[config.mk]
export PLATFORM = sky130hd
export DESIGN_NAME = int_controller_flat
export DESIGN_NICKNAME = d
export VERILOG_FILES = /design/src/rtl/int_controller_if.sv /design/src/rtl/int_controller.sv /design/src/flat_wrapper.sv
export SDC_FILE = /design/constraint.sdc
export NUM_CORES = 1
export LEC_CHECK = 0
export BUFFER_PORTS_ARGS = -buffer_cell sky130_fd_sc_hd__buf_2
export CAP_MARGIN = 20
export CORE_MARGIN = 4
export CORE_UTILIZATION = 51
export DETAILED_ROUTE_END_ITERATION = 10
export GPL_ROUTABILITY_DRIVEN = 0
export HOLD_SLACK_MARGIN = 0.12
export PLACE_DENSITY_LB_ADDON = 0.1
export RECOVER_POWER = 25
export SYNTH_ARGS = -nofsm -noshare
export SYNTH_HDL_FRONTEND = slang
export SYNTH_SLANG_ARGS = --single-unit
[constraint.sdc]
create_clock -name clk -period 1.5 [get_ports clk]
set_input_delay 0 -clock clk [delete_from_list [all_inputs] [get_ports clk]]
set_output_delay 0 -clock clk [all_outputs]
set_load 0.01 [all_outputs]
[src/rtl/int_controller_if.sv]
// Bus and interrupt handshake bundle between control_unit (master) and
// int_controller (slave). NUM_IRQ must match the controller instance.
interface int_controller_if #(
    parameter int NUM_IRQ = 8
);
    localparam int IDW = $clog2(NUM_IRQ);

    logic [3:0]     io_addr;
    logic           io_read;
    logic           io_write;
    logic [15:0]    io_wdata;
    logic [15:0]    io_rdata;
    logic           int_req;
    logic           int_ack;
    logic           int_done;
    logic [15:0]    int_vector;
    logic [IDW-1:0] int_id;
    logic           int_active;

    modport master (
        output io_addr, io_read, io_write, io_wdata, int_ack, int_done,
        input  io_rdata, int_req, int_vector, int_id, int_active
    );

    modport slave (
        input  io_addr, io_read, io_write, io_wdata, int_ack, int_done,
        output io_rdata, int_req, int_vector, int_id, int_active
    );
endinterface

[src/rtl/int_controller.sv]
// Prioritising interrupt controller in front of control_unit.
// Rising edges on irq[] latch into PEND; the lowest-index enabled pending
// source is presented as int_req/int_id/int_vector until the CPU acks it,
// then held in service until int_done. MASK at CTRL_ADDR, PEND (W1C) at
// CTRL_ADDR+1.
// Optional feature: define INT_RR_EN for rotating priority (search restarts
// after the last acknowledged source).
module int_controller #(
    parameter int          NUM_IRQ    = 8,
    parameter logic [3:0]  CTRL_ADDR  = 4'hE,
    parameter logic [15:0] VEC_BASE   = 16'h0010,
    parameter logic [15:0] VEC_STRIDE = 16'h0008
) (
    input  logic               clk,
    input  logic               rst_n,
    input  logic [NUM_IRQ-1:0] irq,
    int_controller_if.slave    bus
);
    localparam int         IDW       = $clog2(NUM_IRQ);
    localparam logic [3:0] PEND_ADDR = CTRL_ADDR + 4'd1;

    typedef enum logic [1:0] {
        IDLE,
        REQ,
        SERVICE
    } state_t;

    state_t             state;
    logic [NUM_IRQ-1:0] sync1, sync2, sync3, edge_q;
    logic [NUM_IRQ-1:0] mask, pend, cand, ack_clr, w1c;
    logic               req_q, active_q;
    logic [IDW-1:0]     id_q;
    logic [15:0]        vec_q;
    logic [15:0]        rdata_q;
    logic               sel_found;
    logic [IDW-1:0]     sel_id;
    logic [IDW-1:0]     scan_idx;
    logic [15:0]        sel_vec;
`ifdef INT_RR_EN
    logic [IDW-1:0]     rr_ptr;
`endif

    // Two-flop synchroniser plus a registered edge pulse per line
    always_ff @(posedge clk or negedge rst_n) begin
        if (!rst_n) begin
            sync1  <= '0;
            sync2  <= '0;
            sync3  <= '0;
            edge_q <= '0;
        end else begin
            sync1  <= irq;
            sync2  <= sync1;
            sync3  <= sync2;
            edge_q <= sync2 & ~sync3;
        end
    end

    assign cand    = pend & mask;
    assign ack_clr = (state == REQ && bus.int_ack) ? (NUM_IRQ'(1) << id_q) : '0;
    assign w1c     = (bus.io_write && bus.io_addr == PEND_ADDR) ? bus.io_wdata[NUM_IRQ-1:0] : '0;

    // Priority search over enabled pending sources, starting at the rotation point
    always_comb begin
        sel_found = 1'b0;
        sel_id    = '0;
        scan_idx  = '0;
        for (int unsigned i = 0; i < NUM_IRQ; i++) begin
`ifdef INT_RR_EN
            scan_idx = IDW'((32'(rr_ptr) + i) % NUM_IRQ);
`else
            scan_idx = IDW'(i);
`endif
            if (!sel_found && cand[scan_idx]) begin
                sel_found = 1'b1;
                sel_id    = scan_idx;
            end
        end
    end

    assign sel_vec = VEC_BASE + 16'(32'(sel_id) * 32'(VEC_STRIDE));

    // Pending/mask registers; a new edge wins over any clear in the same cycle
    always_ff @(posedge clk or negedge rst_n) begin
        if (!rst_n) begin
            pend <= '0;
            mask <= '0;
        end else begin
            pend <= (pend & ~(ack_clr | w1c)) | edge_q;
            if (bus.io_write && bus.io_addr == CTRL_ADDR)
                mask <= bus.io_wdata[NUM_IRQ-1:0];
        end
    end

    // Registered IO read port; returns the value held before any same-cycle write
    always_ff @(posedge clk or negedge rst_n) begin
        if (!rst_n) begin
            rdata_q <= '0;
        end else if (bus.io_read && bus.io_addr == CTRL_ADDR) begin
            rdata_q <= 16'(mask);
        end else if (bus.io_read && bus.io_addr == PEND_ADDR) begin
            rdata_q <= 16'(pend);
        end else begin
            rdata_q <= '0;
        end
    end

    // Request/service handshake with the CPU; id and vector frozen outside IDLE
    always_ff @(posedge clk or negedge rst_n) begin
        if (!rst_n) begin
            state    <= IDLE;
            req_q    <= 1'b0;
            active_q <= 1'b0;
            id_q     <= '0;
            vec_q    <= '0;
`ifdef INT_RR_EN
            rr_ptr   <= '0;
`endif
        end else begin
            case (state)
                IDLE: begin
                    if (sel_found) begin
                        id_q  <= sel_id;
                        vec_q <= sel_vec;
                        req_q <= 1'b1;
                        state <= REQ;
                    end
                end
                REQ: begin
                    if (bus.int_ack) begin
                        req_q    <= 1'b0;
                        active_q <= 1'b1;
                        state    <= SERVICE;
`ifdef INT_RR_EN
                        rr_ptr   <= (32'(id_q) == NUM_IRQ - 1) ? '0 : id_q + 1'b1;
`endif
                    end
                end
                SERVICE: begin
                    if (bus.int_done) begin
                        active_q <= 1'b0;
                        state    <= IDLE;
                    end
                end
                default: state <= IDLE;
            endcase
        end
    end

    assign bus.int_req    = req_q;
    assign bus.int_active = active_q;
    assign bus.int_id     = id_q;
    assign bus.int_vector = vec_q;
    assign bus.io_rdata   = rdata_q;
endmodule
[src/flat_wrapper.sv]
// flat-port wrapper written by rule: the top's interface ports become plain ports
module int_controller_flat 
#(
    parameter int          NUM_IRQ    = 8,
    parameter logic [3:0]  CTRL_ADDR  = 4'hE,
    parameter logic [15:0] VEC_BASE   = 16'h0010,
    parameter logic [15:0] VEC_STRIDE = 16'h0008
)
  (clk, rst_n, irq, bus_io_addr, bus_io_read, bus_io_write, bus_io_wdata, bus_int_ack, bus_int_done, bus_io_rdata, bus_int_req, bus_int_vector, bus_int_id, bus_int_active);
  int_controller_if #(.NUM_IRQ(NUM_IRQ)) bus_i ();
  input  logic clk;
  input  logic rst_n;
  input  logic [NUM_IRQ-1:0] irq;
  input wire logic [$bits(bus_i.io_addr)-1:0] bus_io_addr;
  input wire logic [$bits(bus_i.io_read)-1:0] bus_io_read;
  input wire logic [$bits(bus_i.io_write)-1:0] bus_io_write;
  input wire logic [$bits(bus_i.io_wdata)-1:0] bus_io_wdata;
  input wire logic [$bits(bus_i.int_ack)-1:0] bus_int_ack;
  input wire logic [$bits(bus_i.int_done)-1:0] bus_int_done;
  output wire logic [$bits(bus_i.io_rdata)-1:0] bus_io_rdata;
  output wire logic [$bits(bus_i.int_req)-1:0] bus_int_req;
  output wire logic [$bits(bus_i.int_vector)-1:0] bus_int_vector;
  output wire logic [$bits(bus_i.int_id)-1:0] bus_int_id;
  output wire logic [$bits(bus_i.int_active)-1:0] bus_int_active;
  assign bus_i.io_addr = bus_io_addr;
  assign bus_i.io_read = bus_io_read;
  assign bus_i.io_write = bus_io_write;
  assign bus_i.io_wdata = bus_io_wdata;
  assign bus_i.int_ack = bus_int_ack;
  assign bus_i.int_done = bus_int_done;
  assign bus_io_rdata = bus_i.io_rdata;
  assign bus_int_req = bus_i.int_req;
  assign bus_int_vector = bus_i.int_vector;
  assign bus_int_id = bus_i.int_id;
  assign bus_int_active = bus_i.int_active;
  int_controller #(.NUM_IRQ(NUM_IRQ), .CTRL_ADDR(CTRL_ADDR), .VEC_BASE(VEC_BASE), .VEC_STRIDE(VEC_STRIDE)) u_core (.clk(clk), .rst_n(rst_n), .irq(irq), .bus(bus_i));
endmodule
==> metrics.yaml, run 1 <==
setup_tns_ns: 0
rsz0062_at_grt: "false"
grt_pass1_vias: 1640
postCtsSetupBuffers: 0
drt_first_pass_iters: 4
drt-total-wl_mm: 4.63
viasPerCell: 4.90
synth.area.top_cells: "dfrtp_1 66%, buf_4 6.3%, mux2_2 3.6%"
layout_commonest_cell: "dfrtp_1"
critPathMaxStageDelay_ns: 0.43
p_leak_nw: 1.45
fillers: 381
fmax_ghz: 0.734
synth-async-reset-ratio_pct: 100
place_area_um2: 2760
end_kind: "register"
layout_common_cells: "66 x dfrtp_1, 41 x buf_2, 20 x conb_1, 19 x dlygate4sd3_1, 11 x nor2_1"
hpwl_mm: 3.43
start_util_pct: 53.0
critPathKind: "reg2reg"
vias: 1607
fin_nets: 291
yosys_most_used_dff: "dfrtp_1"
design.core.area_um2: 4750
syn_to_final_growth_pct: 25.1
dieArea_um2: 6130
antenna_found_initial: 0
syn-cell-area_um2: 2520
h-tree-depth: 3
pwr-share-clk_pct: 30.5
r2r_slack_ns: 0.14
n_antenna_cell: 0
io_pins: 71
cts_buffers: 9
rows: 25
start_kind: "register"
synth_edf_count: 0
ant_nets: 0
synth_top_area_cell: "dfrtp_1"
cp_data_required_time_ns: 1.73
cp_top_family: "flip-flops"
gr-total-overflow: 0
timing.hold.ws_ns: 0.212
synth_warnings: 0
worst-path-buf-inv: 0
grt_max_degree: 35
worst_ir_drop_vdd_mv: 0.803
period_share_pct: 90.8
portBuffers: 42
maxCapViolCount: 0
relSlewSlack_pct: 34.6
clkLatencyLatePin_ns: 0.33
p_int_mw: 3.52
clk_path_buf_depth: 2
synth_seq_area_share_pct: 65.5
synth_area_per_cell_um2: 13.6
root_buffer: "clkbuf_8"
netlist-cell-type-count: 26
ys_ff_latch: 66
design_area_um2: 3150
min_path_type: "in2reg"
clock_skew_ns: 0.00775
outcome: "finished clean"
grt_first_pass_wirelength_mm: 7.97
worst_slew_pin_slew_ns: 0.982
numClockSinks: 66
final-max-slew-violation-count: 0
grt.total_usage_pct: 17.8
comb_power_share_pct: 22.4
drc: 0
path_cells: "or2_4 -> a41oi_4 -> nand3_2 -> o21a_1"
swShare_pct: 30.5
die_w_um: 78.3
hold_viol_final: 0
cts.clk_slew.worst_paths_ns: 0.07
finalSetupViolations: 0
final_layout_size_suffix_gt1_share_pct: 29.1
avgRoutedWirePerCell_um: 14.1
p_total_mw: 5.06
synth_top_area_share_pct: 65.5
die_y_um: 78.3
min_period_ns: 1.36
crit_fanout: 6
synthCells: 185
p_switching_mw: 1.54
cp_slowest_cell: "dfrtp_1"
power_frac_seq_pct: 47.1
cp.arrival_ns: 1.59
cts_tree: "done"
cellPowerDensity_nw_per_um2: 1610
drtIter0Drc: 40
==> final cells by class <==
class / count / area, µm² / share of cell area, %
sequential: 66 / 1650 / 52.4
multi-input combinational: 114 / 771 / 24.5
timing repair buffer: 63 / 427 / 13.5
clock buffer: 10 / 128 / 4.05
tap: 67 / 83.8 / 2.66
clock inverter: 5 / 80.1 / 2.54
inverter: 3 / 11.3 / 0.357
==> sequential cells by signal, indices dropped and copies added (netlist names), 3 cells and up <==
name / flops
u_core.sync1: 8
u_core.mask: 8
u_core.sync3: 8
u_core.pend: 8
u_core.bus.int_id: 3
u_core.bus.int_vector: 3
u_core.bus.io_rdata: 8
u_core.edge_q: 8
u_core.sync2: 8
==> logic make-up (layout without fill, tap and decap cells) <==
logic type / Yosys count / after routing / synth area share (%)
and+or+nand+nor: 39 / 39 / 8.24
other: 1 / 20 / 0.149
DFF: 66 / 66 / 65.5
AOI/OAI and AO/OA: 47 / 47 / 15.8
muxes: 8 / 8 / 3.58
buffers and inverters: 24 / 81 / 6.70
==> timing repair <==
item                                    4_1_cts  5_1_grt
hold buffers                                 20        0
endpoints found under the setup margin        0        8
gates resized for setup                       0        0
endpoints found under the hold margin        93        0
==> tightest hold or removal path: stages <==
cell	delay (ns)
buf_2	0.10
nand3_1	0.08
nor2_1	0.13
a22o_1	0.20
==> power by group through the flow <==
stage | sequential [mW] | clock, mW | combinational (mW)
6_report | 2.38 | 1.54 | 1.13
5_1_grt | 2.43 | 1.69 | 1.26
4_1_cts | 2.38 | 1.60 | 1.15
3_5_place_dp | 2.42 | 0 | 1.10
3_3_place_gp | 2.39 | 0 | 1.06
2_1_floorplan | 2.39 | 0 | 0.764
==> synth_stat cells (2+ instances only) <==
cell      instances
dfrtp_1          66
nand3_1           3
a21oi_1           5
o21ai_0           5
a22oi_1           6
mux2_2            8
inv_1             3
nor2_2            3
a22o_1            9
buf_4            21
nor2b_1           9
nand2_1           7
a32oi_1           4
nor2_1           11
a32o_1            2
a22oi_2           3
a21o_1           10
nand2b_1          2
==> layer usage <==
layer,part of all wire [%],up-vias,global-route usage [%]
met5,0,-,0
met4,2.5,0,9.09
met3,5.7,9,7.11
met2,53,50,29.5
met1,39,793,19.9
li1,-,755,-
==> worst paths after layout <==
kind                                             startpoint                                    to  depth (start not counted)
worst min-delay path                         bus_io_addr[3]      u_core.bus.io_rdata[1]$_DFF_PN0_                          4
max in group asynchronous                             rst_n             u_core.sync2[1]$_DFF_PN0_                          3
worst max register to register  u_core.state[1]$_DFFE_PN0P_  u_core.bus.int_vector[4]$_DFFE_PN0P_                          4
worst min register to register    u_core.sync1[2]$_DFF_PN0_             u_core.sync2[2]$_DFF_PN0_                          0
min in group asynchronous                             rst_n  u_core.bus.int_vector[5]$_DFFE_PN0P_                          2
worst max-delay path            u_core.state[1]$_DFFE_PN0P_  u_core.bus.int_vector[4]$_DFFE_PN0P_                          4
==> stage by stage <==
step	setup WS (ns)	std cells	utilization, %
global route	0.0331	328	66.3
finish	0.138	328	66.3
detailed placement	0.134	294	57.9
global placement	0.177	294	57.9
floorplan	0.274	204	-
CTS	0.119	329	66.5
Power figures use the tool's default switching activity.
==> run 2, diff against run 1 <==
Settings changed: ABC_AREA from default to 1, CORE_UTILIZATION 51 to 52.
==> run 2 against run 1 <==
Compared with the run above: via count is 13% higher; combinational power up 12%; largest cell class unchanged; wire length up 5.2%; sequential share of layout area decreased by 3.1 points.
==> metrics.yaml, run 2 <==
outcome: "finished clean"  # unchanged
p_int_mw: 3.35  # was 3.52 mW
p_total_mw: 4.94  # was 5.06 mW
comb_power_share_pct: 25.5  # was 22.4%
synth-async-reset-ratio_pct: 100  # unchanged
synth_edf_count: 0  # unchanged
final_layout_size_suffix_gt1_share_pct: 25.1  # was 29.1%
finalSetupViolations: 0  # unchanged
synth.area.top_cells: "dfrtp_1 62%, buf_4 5.9%, nand2_1 5.9%"  # was dfrtp_1 66%, buf_4 6.3%, mux2_2 3.6%
yosys_most_used_dff: "dfrtp_1"  # unchanged
synth_top_area_share_pct: 62.1  # was 65.5%
r2r_slack_ns: 0.12  # was 0.14 ns
r2r_end: "u_core.state[0]$_DFFE_PN0P_"  # was u_core.bus.int_vector[4]$_DFFE_PN0P_
rows: 25  # unchanged
clock_skew_ns: 0.0100  # was 0.00775 ns
numClockSinks: 66  # unchanged
drc: 0  # unchanged
start_kind: "register"  # unchanged
hold_viol_final: 0  # unchanged
layout_commonest_cell: "dfrtp_1"  # unchanged
layout_common_cells: "66 x dfrtp_1, 42 x buf_2, 41 x nand2_1, 36 x inv_1, 28 x dlygate4sd3_1"  # was 66 x dfrtp_1, 41 x buf_2, 20 x conb_1, 19 x dlygate4sd3_1, 11 x nor2_1
yosysMostFrequentCell: "dfrtp_1"  # unchanged
start_util_pct: 54.8  # was 53.0%
p_switching_mw: 1.59  # was 1.54 mW
rsz0062_at_grt: "false"  # unchanged
fin_nets: 365  # was 291
grt.total_usage_pct: 17.4  # was 17.8%
grt_pass1_vias: 1847  # was 1640
min_path_type: "in2reg"  # unchanged
portBuffers: 42  # unchanged
clk_path_buf_depth: 2  # unchanged
antenna_found_initial: 0  # unchanged
dp.cells: 358  # was 294
gr-usage-met2_pct: 27.5  # was 29.5%
cts_buffers: 9  # unchanged
grt_max_degree: 67  # was 35
worst_slew_pin_slew_ns: 0.848  # was 0.982 ns
io_pins: 71  # unchanged
synth_top_cells_by_count: "66 x dfrtp_1, 42 x nand2_1, 36 x inv_1"  # was 66 x dfrtp_1, 21 x buf_4, 11 x nor2_1
synth_area_per_cell_um2: 10.6  # was 13.6 µm²
drt-total-wl_mm: 4.88  # was 4.63 mm
synthCells: 251  # was 185
relSlewSlack_pct: 43.4  # was 34.6%
worst-path-buf-inv: 0  # unchanged
min_period_ns: 1.38  # was 1.36 ns
critPathMaxStageDelay_ns: 0.40  # was 0.43 ns
synth_top_area_cell: "dfrtp_1"  # unchanged
grt_first_pass_wirelength_mm: 8.34  # was 7.97 mm
cp.arrival_ns: 1.59  # about the same
reg2regPathDepth: 6  # was 4
gr-total-overflow: 0  # unchanged
synth_seq_area_share_pct: 62.1  # was 65.5%
h-tree-depth: 3  # unchanged
ys_ff_latch: 66  # unchanged
cp_data_required_time_ns: 1.71  # was 1.73 ns
hpwl_mm: 3.24  # was 3.43 mm
synth_warnings: 0  # unchanged
cpMostUsedCell: "nand2_2"
worst_ir_drop_vdd_mv: 0.870  # was 0.803 mV
power_frac_seq_pct: 45.1  # was 47.1%
design_area_um2: 3350  # was 3150 µm²
crit_fanout: 8  # was 6
hp-start: "bus_io_addr[0]"  # was bus_io_addr[3]
p_leak_nw: 1.78  # was 1.45 nW
timing.hold.ws_ns: 0.150  # was 0.212 ns
holdPathStages: 5  # was 4
crit-reg2reg-launch: "u_core.mask[2]$_DFFE_PN0P_"  # was u_core.state[1]$_DFFE_PN0P_
end_kind: "register"  # unchanged
swShare_pct: 32.1  # was 30.5%
netlist-cell-type-count: 25  # was 26
min_to: "u_core.bus.io_rdata[6]$_DFF_PN0_"  # was u_core.bus.io_rdata[1]$_DFF_PN0_
cellPowerDensity_nw_per_um2: 1470  # was 1610 nW/µm²
maxCapViolCount: 0  # unchanged
busiest_layer: "met2"  # unchanged
met1_usage_pct: 21.6  # was 19.9%
drtIter0Drc: 83  # was 40
path_cells: "nand2_2 -> nand2_2 -> nor2_4 -> nand4_4 -> o21ai_4 -> o31ai_1"  # was or2_4 -> a41oi_4 -> nand3_2 -> o21a_1
period_share_pct: 92.1  # was 90.8%
fin_cells: 402  # was 328
viasPerCell: 4.53  # was 4.90
critPathKind: "reg2reg"  # unchanged
n_antenna_cell: 0  # unchanged
met3_usage_pct: 4.18  # was 7.11%
avgRoutedWirePerCell_um: 12.1  # was 14.1 µm
vias: 1820  # was 1607
root_buffer: "clkbuf_8"  # unchanged
clkLatencyLatePin_ns: 0.34  # was 0.33 ns
die_w_um: 79.5  # was 78.3 µm
syn-cell-area_um2: 2660  # was 2520 µm²
dieArea_um2: 6320  # was 6130 µm²
fmax_ghz: 0.724  # was 0.734 GHz
cp_slowest_cell: "dfrtp_1"  # unchanged
setup_tns_ns: 0  # unchanged
design.core.area_um2: 4850  # was 4750 µm²
die_y_um: 79.5  # was 78.3 µm
cts_tree: "done"  # unchanged
cts.clk_slew.worst_paths_ns: 0.07  # about the same
ant_nets: 0  # unchanged
drt_first_pass_iters: 4  # unchanged
syn_to_final_growth_pct: 26.0  # was 25.1%
cp_top_family: "simple AND/OR/NAND/NOR gates"  # was flip-flops
place_area_um2: 2880  # was 2760 µm²
pwr-share-clk_pct: 29.3  # was 30.5%
crit_start: "u_core.mask[2]$_DFFE_PN0P_"  # was u_core.state[1]$_DFFE_PN0P_
final-max-slew-violation-count: 0  # unchanged
run 2: changes by cell type after synthesis, sizes merged, moves of 5 or more:
cell / delta
nand2: +44
mux2: -8
inv: +33
a21o: -10
o21bai: +8
o22ai: +8
nor2b: -9
a22oi: -10
a21oi: -5
a22o: -9
nand3: +8
o21ai: +18
run 2: worst max path at each step:
stage | cells after the start | slack (ns) | end
2_1_floorplan | 8 | 0.28 | u_core.bus.int_vector[6]$_DFFE_PN0P_
3_3_place_gp | 6 | 0.17 | u_core.state[0]$_DFFE_PN0P_
3_5_place_dp | 6 | 0.14 | u_core.state[0]$_DFFE_PN0P_
4_1_cts | 6 | 0.13 | u_core.state[0]$_DFFE_PN0P_
5_1_grt | 7 | 0.004 | u_core.bus.int_vector[6]$_DFFE_PN0P_
6_report | 6 | 0.12 | u_core.state[0]$_DFFE_PN0P_
run 2: repair_timing:
action	CTS	global route
setup endpoints to repair	0	2
resized for setup	0	1
hold endpoints to repair	102	0
setup buffers	0	1
hold buffers	28	0
run 2: per-stage QoR:
step | util (%) | worst slack [ns]
after global routing | 69.1 | 0.00407
after global placement | 59.4 | 0.167
after floorplan | - | 0.283
final | 69.1 | 0.118
after detailed placement | 59.4 | 0.141
after CTS | 69.1 | 0.126
run 2: cell families (layout without fill, tap and decap cells):
family / Yosys count / count (layout) / synth area share [%]
flip-flops: 66 / 66 / 62.1
other: 1 / 20 / 0.141
AND/OR/NAND/NOR: 84 / 84 / 15.5
buffers and inverters: 59 / 124 / 11.6
AO/OA/AOI/OAI: 41 / 41 / 10.6
run 2: metal layers:
| layer | up-vias | routed length [µm] |
|---|---|---|
| li1 | 914 | - |
| met1 | 839 | 2070 |
| met2 | 50 | 2420 |
| met3 | 17 | 235 |
| met4 | 0 | 155 |
| met5 | - | 0 |
run 2: area by class of cell:
type | count | area (µm²)
flip-flops and latches | 66 | 1650
multi-input cells | 145 | 772
well taps | 67 | 83.8
inverters | 36 | 135
fillers | 388 | 1500
clock buffers | 10 | 138
repair buffers | 73 | 513
clock inverters | 5 | 55.1
run 2: power groups by stage:
stage / Clock (mW) / Combinational [mW] / Sequential (mW)
2_1_floorplan: 0 / 0.800 / 2.27
3_3_place_gp: 0 / 1.13 / 2.25
3_5_place_dp: 0 / 1.14 / 2.26
4_1_cts: 1.48 / 1.25 / 2.23
5_1_grt: 1.56 / 1.43 / 2.27
6_report: 1.45 / 1.26 / 2.23
run 2: worst register-to-register path, cell delays in order, from the launching register on:
cell and delay (ns):
dfrtp_1 0.40, nand2_2 0.10, nand2_2 0.09, nor2_4 0.16, nand4_4 0.12, o21ai_4 0.27, o31ai_1 0.11
==> run 3, diff against run 2 <==
Settings changed: CORE_UTILIZATION 52 to 40.
==> run 3 against run 2 <==
Compared with the run above: clock skew shrank 0.0042 ns; non-clock buffer count grew 3; utilization shrank 16 points; sequential cell count is the same; sequential power is essentially flat; critical path type unchanged; highest routed layer unchanged.
==> metrics.yaml, run 3 (synthesis results as in run 2) <==
clkLatencyLatePin_ns: 0.33  # was 0.34 ns
drc: 0  # unchanged
place_ws_ns: 0.136  # was 0.141 ns
hpwl_mm: 3.65  # was 3.24 mm
numClockSinks: 66  # unchanged
clk_path_buf_depth: 2  # unchanged
dieArea_um2: 8010  # was 6320 µm²
antenna_found_initial: 0  # unchanged
relSlewSlack_pct: 60.1  # was 43.4%
cts_tree: "done"  # unchanged
maxCapViolCount: 0  # unchanged
setup_tns_ns: 0  # unchanged
viasPerCell: 4.42  # was 4.53
ant_nets: 0  # unchanged
grt_pass1_vias: 1851  # was 1847
start_util_pct: 41.6  # was 54.8%
layout_common_cells: "66 x dfrtp_1, 41 x nand2_1, 41 x buf_2, 36 x inv_1, 28 x dlygate4sd3_1"  # was 66 x dfrtp_1, 42 x buf_2, 41 x nand2_1, 36 x inv_1, 28 x dlygate4sd3_1
drt-total-wl_mm: 5.33  # was 4.88 mm
finalSetupViolations: 0  # unchanged
start_kind: "register"  # unchanged
die_w_um: 89.5  # was 79.5 µm
layout_commonest_cell: "dfrtp_1"  # unchanged
avgRoutedWirePerCell_um: 12.8  # was 12.1 µm
end_kind: "register"  # unchanged
gr-total-overflow: 0  # unchanged
rsz0062_at_grt: "false"  # unchanged
min_path_type: "in2reg"  # unchanged
fin_ws_ns: 0.100  # was 0.118 ns
drtIter0Drc: 65  # was 83
period_share_pct: 93.3  # was 92.1%
worst_slew_pin_slew_ns: 0.599  # was 0.848 ns
grt_first_pass_wirelength_mm: 8.89  # was 8.34 mm
outcome: "finished clean"  # unchanged
fillers: 592  # was 388
h-tree-depth: 3  # unchanged
grt.total_usage_pct: 15.2  # was 17.4%
hold_viol_final: 0  # unchanged
min_period_ns: 1.40  # was 1.38 ns
final_layout_size_suffix_gt1_share_pct: 26.3  # was 25.1%
final-max-slew-violation-count: 0  # unchanged
cellPowerDensity_nw_per_um2: 1420  # was 1470 nW/µm²
design.core.area_um2: 6390  # was 4850 µm²
n_antenna_cell: 0  # unchanged
grt_max_degree: 22  # was 67
drt_first_pass_iters: 4  # unchanged
crit_fanout: 8  # unchanged
critPathKind: "reg2reg"  # unchanged
rows: 29  # was 25
cp.arrival_ns: 1.66  # was 1.59 ns
root_buffer: "clkbuf_8"  # unchanged
die_y_um: 89.5  # was 79.5 µm
vias: 1838  # was 1820
fin_nets: 368  # was 365
io_pins: 71  # unchanged
fmax_ghz: 0.714  # was 0.724 GHz
clock_skew_ns: 0.00576  # was 0.0100 ns
portBuffers: 42  # unchanged
p_leak_nw: 1.80  # was 1.78 nW
syn_to_final_growth_pct: 27.9  # was 26.0%
cts_buffers: 9  # unchanged
cp_data_required_time_ns: 1.76  # was 1.71 ns
worst_ir_drop_vdd_mv: 0.607  # was 0.870 mV
cts.clk_slew.worst_paths_ns: 0.07  # about the same
run 3: power breakdown:
| group | switching, mW | total [mW] | internal [mW] |
|---|---|---|---|
| Sequential | 0.184 | 2.23 | 2.05 |
| Combinational | 0.773 | 1.29 | 0.521 |
| Clock | 0.653 | 1.29 | 0.636 |
run 3: metal layers:
metal	global-route usage (%)	part of all wire, %
met1	19.2	45
met2	23.6	48
met3	3.78	4.8
met4	8.53	2.4
met5	0	0
run 3: worst paths after layout:
check / end / slack (ns) / start / depth (start not counted)
worst max-delay path: u_core.bus.int_vector[4]$_DFFE_PN0P_ / 0.10 / u_core.mask[3]$_DFFE_PN0P_ / 7
worst min-delay path: u_core.bus.io_rdata[7]$_DFF_PN0_ / 0.18 / bus_io_addr[0] / 5
worst max register to register: u_core.bus.int_vector[4]$_DFFE_PN0P_ / 0.10 / u_core.mask[3]$_DFFE_PN0P_ / 7
worst min register to register: u_core.sync2[1]$_DFF_PN0_ / 0.35 / u_core.sync1[1]$_DFF_PN0_ / 0
max in group asynchronous: u_core.bus.int_id[1]$_DFFE_PN0P_ / 0.74 / rst_n / 3
min in group asynchronous: u_core.bus.io_rdata[2]$_DFF_PN0_ / 0.20 / rst_n / 2
run 3: final cells by class:
cell class,count,area [µm²],area share [%]
sequential,66,1650,48.6
multi-input combinational,145,785,23.1
timing repair buffer,76,561,16.5
clock buffer,11,141,4.16
inverter,36,135,3.97
tap,77,96.3,2.83
clock inverter,5,30.0,0.883
run 3: worst max-delay path, cell delays in order, from the launching register on:
cell,delay [ns]
dfrtp_1,0.41
nand2_1,0.12
nand2_4,0.07
nor2_4,0.15
nand4_4,0.12
o21ai_4,0.28
nand2_1,0.08
o21ai_1,0.08
run 3: what timing repair did:
| item | CTS | global route |
|---|---|---|
| hold buffers | 28 | 0 |
| buffers inserted | 0 | 2 |
| endpoints found under the hold margin | 102 | 0 |
| endpoints found under the setup margin | 0 | 2 |
| resized for setup | 0 | 4 |
run 3: per-stage QoR:
stage / util, % / std cells / power (mW) / area [µm²] / hold slack, ns
CTS: 52.8 / 414 / 4.85 / 3370 / 0.153
detailed placement: 45.7 / 370 / 3.43 / 2920 / 0.0194
global route: 53.2 / 416 / 5.18 / 3400 / 0.171
global placement: 45.7 / 370 / 3.40 / 2920 / 0.0155
floorplan: - / 270 / 3.07 / 2730 / -0.296
finish: 53.2 / 416 / 4.82 / 3400 / 0.177
